## src/rtl/int_ctrl.sv

```systemverilog
// Prioritised interrupt controller.
// Collects NUM_SRC interrupt lines into a pending register (per-source edge or
// level capture), arbitrates the enabled ones by fixed priority (index 0 wins)
// and hands the fetch unit a vector address through a req/ack handshake. It
// also produces the one-cycle save_regs / restore_regs pulses that bracket a
// handler. Handlers do not nest: while one runs, new requests only accumulate
// in the pending register.
module int_ctrl #(
  parameter int                NUM_SRC    = 4,
  parameter int                ADDR_W     = 32,
  parameter logic [ADDR_W-1:0] VEC_BASE   = ADDR_W'(32'h0000_0100),
  parameter int                VEC_STRIDE = 16,
  parameter int                ID_W       = (NUM_SRC > 1) ? $clog2(NUM_SRC) : 1
) (
  input  logic               clk,
  input  logic               rst,           // asynchronous, active-low
  input  logic [NUM_SRC-1:0] irq_src,
  input  logic [NUM_SRC-1:0] edge_mode,
  input  logic               mask_we,
  input  logic [NUM_SRC-1:0] mask_wdata,
  input  logic               stall,
  input  logic               take_branch,
  input  logic               int_ack,
  input  logic               rti,
  output logic [NUM_SRC-1:0] mask,
  output logic [NUM_SRC-1:0] pending,
  output logic               int_req,
  output logic [ADDR_W-1:0]  int_vector,
  output logic [ID_W-1:0]    int_id,
  output logic               save_regs,
  output logic               restore_regs,
  output logic               in_service
);

  // FSM encoding
  localparam logic [1:0] S_IDLE    = 2'd0;
  localparam logic [1:0] S_REQ     = 2'd1;
  localparam logic [1:0] S_SERVICE = 2'd2;
  localparam logic [1:0] S_RETURN  = 2'd3;

  // State
  logic [1:0]         state_q,    state_d;
  logic [NUM_SRC-1:0] irq_prev_q;
  logic [NUM_SRC-1:0] pending_q,  pending_d;
  logic [NUM_SRC-1:0] mask_q,     mask_d;
  logic [ID_W-1:0]    int_id_q,   int_id_d;
  logic [ADDR_W-1:0]  int_vec_q,  int_vec_d;
  logic               save_q,     save_d;

  // Combinational helpers
  logic [NUM_SRC-1:0] eligible;
  logic [NUM_SRC-1:0] rise;
  logic [NUM_SRC-1:0] svc_onehot;
  logic [NUM_SRC-1:0] clr;
  logic [ID_W-1:0]    win_id;
  logic [ADDR_W-1:0]  win_vec;
  logic               grant;
  logic               ack_fire;

  // Only enabled pending sources take part in arbitration; the mask is read
  // from its register, so a mask write affects arbitration one cycle later.
  assign eligible = pending_q & mask_q;

  // Rising edge relative to the value registered on the previous clock.
  assign rise = irq_src & ~irq_prev_q;

  // Fixed-priority encoder: lowest set index wins.
  always_comb begin
    // NOTE: every variable written here gets a default first, otherwise a
    // path that skips the assignment would infer a latch.
    win_id = '0;
    for (int i = NUM_SRC - 1; i >= 0; i--) begin
      if (eligible[i]) win_id = ID_W'(i);
    end
  end

  // Vector address of the winner; wraps modulo 2^ADDR_W by construction.
  assign win_vec = VEC_BASE + ADDR_W'(win_id) * ADDR_W'(VEC_STRIDE);

  // One-hot decode of the source currently latched for service.
  always_comb begin
    svc_onehot = '0;
    for (int i = 0; i < NUM_SRC; i++) begin
      svc_onehot[i] = (int_id_q == ID_W'(i));
    end
  end

  // Handshake FSM: IDLE -> REQ -> SERVICE -> RETURN -> IDLE.
  always_comb begin
    state_d  = state_q;
    grant    = 1'b0;
    ack_fire = 1'b0;
    save_d   = 1'b0;
    case (state_q)
      S_IDLE: begin
        // Stalls and branches in MEM hold off a new request; pending keeps it.
        if ((|eligible) && !stall && !take_branch) begin
          grant   = 1'b1;
          state_d = S_REQ;
        end
      end
      S_REQ: begin
        // Request is held stable until fetch acknowledges it.
        if (int_ack) begin
          ack_fire = 1'b1;
          save_d   = 1'b1;
          state_d  = S_SERVICE;
        end
      end
      S_SERVICE: begin
        if (rti) state_d = S_RETURN;
      end
      S_RETURN: begin
        state_d = S_IDLE;
      end
      default: state_d = S_IDLE;
    endcase
  end

  // The serviced source is cleared on the ack edge.
  assign clr = ack_fire ? svc_onehot : '0;

  // Pending next state: edge sources set on a rise (set beats clear), level
  // sources simply follow the registered line. Masking never clears pending.
  always_comb begin
    pending_d = '0;
    for (int i = 0; i < NUM_SRC; i++) begin
      if (edge_mode[i]) pending_d[i] = (pending_q[i] & ~clr[i]) | rise[i];
      else              pending_d[i] = irq_src[i];
    end
  end

  // Mask register next state.
  assign mask_d = mask_we ? mask_wdata : mask_q;

  // Request id/vector are captured at grant and held until the next grant.
  assign int_id_d  = grant ? win_id  : int_id_q;
  assign int_vec_d = grant ? win_vec : int_vec_q;

  // All state registers; mask resets to all-enabled, everything else to zero.
  always_ff @(posedge clk or negedge rst) begin
    if (!rst) begin
      state_q    <= S_IDLE;
      irq_prev_q <= '0;
      pending_q  <= '0;
      mask_q     <= '1;
      int_id_q   <= '0;
      int_vec_q  <= '0;
      save_q     <= 1'b0;
    end else begin
      // NOTE: sequential state uses non-blocking assignments so every
      // register samples pre-edge values regardless of statement order.
      state_q    <= state_d;
      irq_prev_q <= irq_src;
      pending_q  <= pending_d;
      mask_q     <= mask_d;
      int_id_q   <= int_id_d;
      int_vec_q  <= int_vec_d;
      save_q     <= save_d;
    end
  end

  // Outputs decode directly from registered state.
  assign mask         = mask_q;
  assign pending      = pending_q;
  assign int_req      = (state_q == S_REQ);
  assign int_id       = int_id_q;
  assign int_vector   = int_vec_q;
  assign save_regs    = save_q;
  assign restore_regs = (state_q == S_RETURN);
  assign in_service   = (state_q == S_SERVICE);

endmodule
```

## config.mk

```make
export PLATFORM = sky130hd
export DESIGN_NAME = int_ctrl
export DESIGN_NICKNAME = d
export VERILOG_FILES = /design/src/rtl/int_ctrl.sv
export SDC_FILE = /design/constraint.sdc
export NUM_CORES = 1
export LEC_CHECK = 0
export ABC_AREA = 1
export CORE_MARGIN = 1.5
export CORE_UTILIZATION = 30
export DETAILED_ROUTE_END_ITERATION = 12
export GPL_TIMING_DRIVEN = 0
export HOLD_SLACK_MARGIN = 0.02
export PLACE_DENSITY = 0.67
export SLEW_MARGIN = 20
export SYNTH_ARGS = -nofsm -noshare
export SYNTH_HDL_FRONTEND = slang
export SYNTH_SLANG_ARGS = --single-unit
```

## constraint.sdc

```tcl
create_clock -name clk -period 1.5 [get_ports clk]
set_input_delay 0.225 -clock clk [delete_from_list [all_inputs] [get_ports clk]]
set_output_delay 0.225 -clock clk [all_outputs]
set_load 0.02 [all_outputs]
```

==> results.json <==
{
  "place_congestion": 0.8005,
  "dpl-instance-area_um2": 1568,
  "synthDistinctLibCells": 18,
  "period_share_pct": 95.35,
  "grt_usage_pct": 10.51,
  "p_sw_share_pct": 39.80,
  "vias": 845,
  "grt_max_degree": 19,
  "rows": 21,
  "status": "complete, no violations",
  "grt_setup_unrepaired": "no",
  "hold_buffers": 0,
  "startpoint_type": "flop",
  "clk_latency_ps": 290,
  "yosysWarnings": 0,
  "finalSetupViolations": 0,
  "p_comb_share_pct": 49.1,
  "drtPass1Iterations": 3,
  "routed_wl_um": 1971,
  "wl_met1_um": 830,
  "core_area_um2": 3363,
  "p_per_area_nw_per_um2": 1183,
  "synth_compound_gate_area_share_pct": 3.915,
  "ys.flop_type": "dfrtp_1",
  "synth_commonest_cells": "31 x buf_4, 27 x nand2_1, 14 x dfrtp_1, 11 x inv_1",
  "cts.sinks": 18,
  "syn2layout_area_growth_pct": 51.84,
  "clockRootBuffer": "clkbuf_4",
  "clockPowerShare_pct": 15.4,
  "ys_ff_latch": 18,
  "synth_area_um2": 1055,
  "ant_nets": 0,
  "yosys.area.top_type": "dfrtp_1",
  "synth_most_common_cell": "buf_4",
  "portBuffers": 35,
  "clockBufferDepth": 2,
  "worstHoldPathType": "primary input to asynchronous set/reset pin",
  "hold_violations": 0,
  "synth_top_family_by_area": "buffers and inverters",
  "grt_pass1_wl_um": 3263,
  "n_antenna_cell": 0,
  "worstPathArrival_ps": 1210,
  "yosys.area_share.simple_pct": 17.56,
  "maxCapViolCount": 0,
  "synth_mux_area_share_pct": 4.270,
  "leakage_nw": 0.8822,
  "maxSlewHeadroom_pct": 49.10,
  "cts_tree": "done",
  "clk_pin_slew_ps": 100,
  "reg2reg_depth": 5,
  "nFillCells": 354,
  "fin_util_pct": 47.62,
  "layout.nets": 211,
  "dpl.hpwl_um": 1655,
  "fp.dieW_um": 62.30,
  "clock.fmax_mhz": 699.2,
  "power_frac_seq_pct": 35.5,
  "final_area_um2": 1602,
  "skew_ps": 3.388,
  "met3_length_um": 191,
  "crit_type": "flop to primary output",
  "met2_length_um": 929,
  "cp-end-kind": "primary output",
  "yosysSeqAreaShare_pct": 43.18,
  "p_sw_mw": 0.7541,
  "top_layer": "met4",
  "antenna_found_initial": 0,
  "synthesis.instances": 118,
  "die_y_um": 62.30,
  "routedWlPerCell_um": 8.459,
  "numCtsBuffers": 3,
  "cp_max_fo": 4,
  "period_minus_slack_ps": 1430,
  "synth_edf_count": 0,
  "peakVddDrop_uv": 688.7,
  "die-area_um2": 3881,
  "synth_xor_xnor_area_share_pct": 0,
  "htree_levels": 1,
  "grt_pass1_vias": 771,
  "overflow": 0,
  "intPower_mw": 1.141,
  "io-pin-count": 65,
  "async_reset_ff_share_pct": 100.0,
  "first_iter_violations": 1,
  "start_util_pct": 31.36,
  "viasPerCell": 3.627,
  "drive_above_1_share_pct": 27.81,
  "synth_area_leaders": "dfrtp_1 33%, buf_4 22%, dfstp_2 10%",
  "synthAdderAreaFrac_pct": 4.745,
  "synth_top_area_share_pct": 33.21,
  "syn_area_per_cell_um2": 8.939,
  "crit_required_ps": 1270,
  "final-max-slew-violation-count": 0,
  "worst_pin_slew_ps": 761.1,
  "drc": 0
}
## sequential cells by signal, indices dropped and copies added (netlist names)
signal and cells:
irq_prev_q 4, mask 4, pending 4, int_vector 2
state_q 2, int_id 1, save_regs 1
## area by class of cell
type / count / area, um^2 / area share [%]
Tap cell: 46 / 57.56 / 3.594
Sequential cell: 18 / 455.4 / 28.44
Timing Repair Buffer: 37 / 347.8 / 21.72
Clock buffer: 4 / 36.28 / 2.266
Multi-Input combinational cell: 86 / 430.4 / 26.87
Buffer: 31 / 232.7 / 14.53
Inverter: 11 / 41.29 / 2.578
## critical path, stage by stage (launching register included)
cell	delay, ps
dfrtp_1	430
ha_1	210
clkdlybuf4s15_1	280
## cell usage in the layout, fill, tap and decap left out, types with 2 or more instances in the layout
cell,count
nor3_1,4
clkbuf_4,3
clkdlybuf4s50_1,18
nand3_2,2
ha_1,4
dfstp_2,4
dlymetal6s2s_1,2
buf_4,34
o21ai_0,4
inv_1,11
nand3_1,3
o21ai_1,2
conb_1,29
mux2_2,4
dlygate4sd2_1,12
nand2_1,27
dfrtp_1,14
nand2_2,3
## metal layers
| metal | global-route usage (%) | vias up |
|---|---|---|
| met1 | 11.86 | 357 |
| met3 | 3.986 | 2 |
| met4 | 3.333 | 0 |
| met5 | 0 | - |
| met2 | 18.34 | 34 |
| li1 | - | 452 |
## cells by family after synthesis
group,count (synthesis)
flip-flops,18
adder cells (fa/ha/maj),4
AO/OA/AOI/OAI,8
AND/OR/NAND/NOR,41
other,1
multiplexers,4
buffers and inverters,42
## power groups by stage
stage	Sequential [mW]	Clock (mW)	Combinational, mW
3_3_place_gp	0.691	0	0.970
5_1_grt	0.690	0.336	1.04
2_1_floorplan	0.739	0	0.562
6_report	0.673	0.291	0.931
4_1_cts	0.673	0.314	0.941
3_5_place_dp	0.691	0	0.978
## final timing paths
check,slack [ps],end,startpoint
setup / recovery,70,restore_regs,state_q[0]
hold / removal,370,irq_prev_q[1],rst
setup reg to reg,230,int_vector[5],state_q[0]
hold reg to reg,470,int_vector[8],int_vector[8]
max in group asynchronous,650,int_vector[8],rst
min in group clk,390,irq_prev_q[3],irq_src[3]
## timing repair
item                       CTS  global route
pin swaps                    0             0
setup endpoints to repair   15             5
gates resized for setup     20             5
buffers inserted             2             0
## metrics by stage
step                TNS [ps]  hold slack, ps  power (mW)  std cells  worst slack [ps]
finish                     0           371.7       1.895        233             69.78
global route               0           388.7       2.063        233             7.570
CTS                        0           381.3       1.929        233            0.3049
detailed placement    -16.70           460.3       1.669        227            -16.70
global placement      -8.096           456.9       1.661        227            -8.096
floorplan                  0          -70.59       1.302        146             238.6
(Power assumes the default switching activity.)
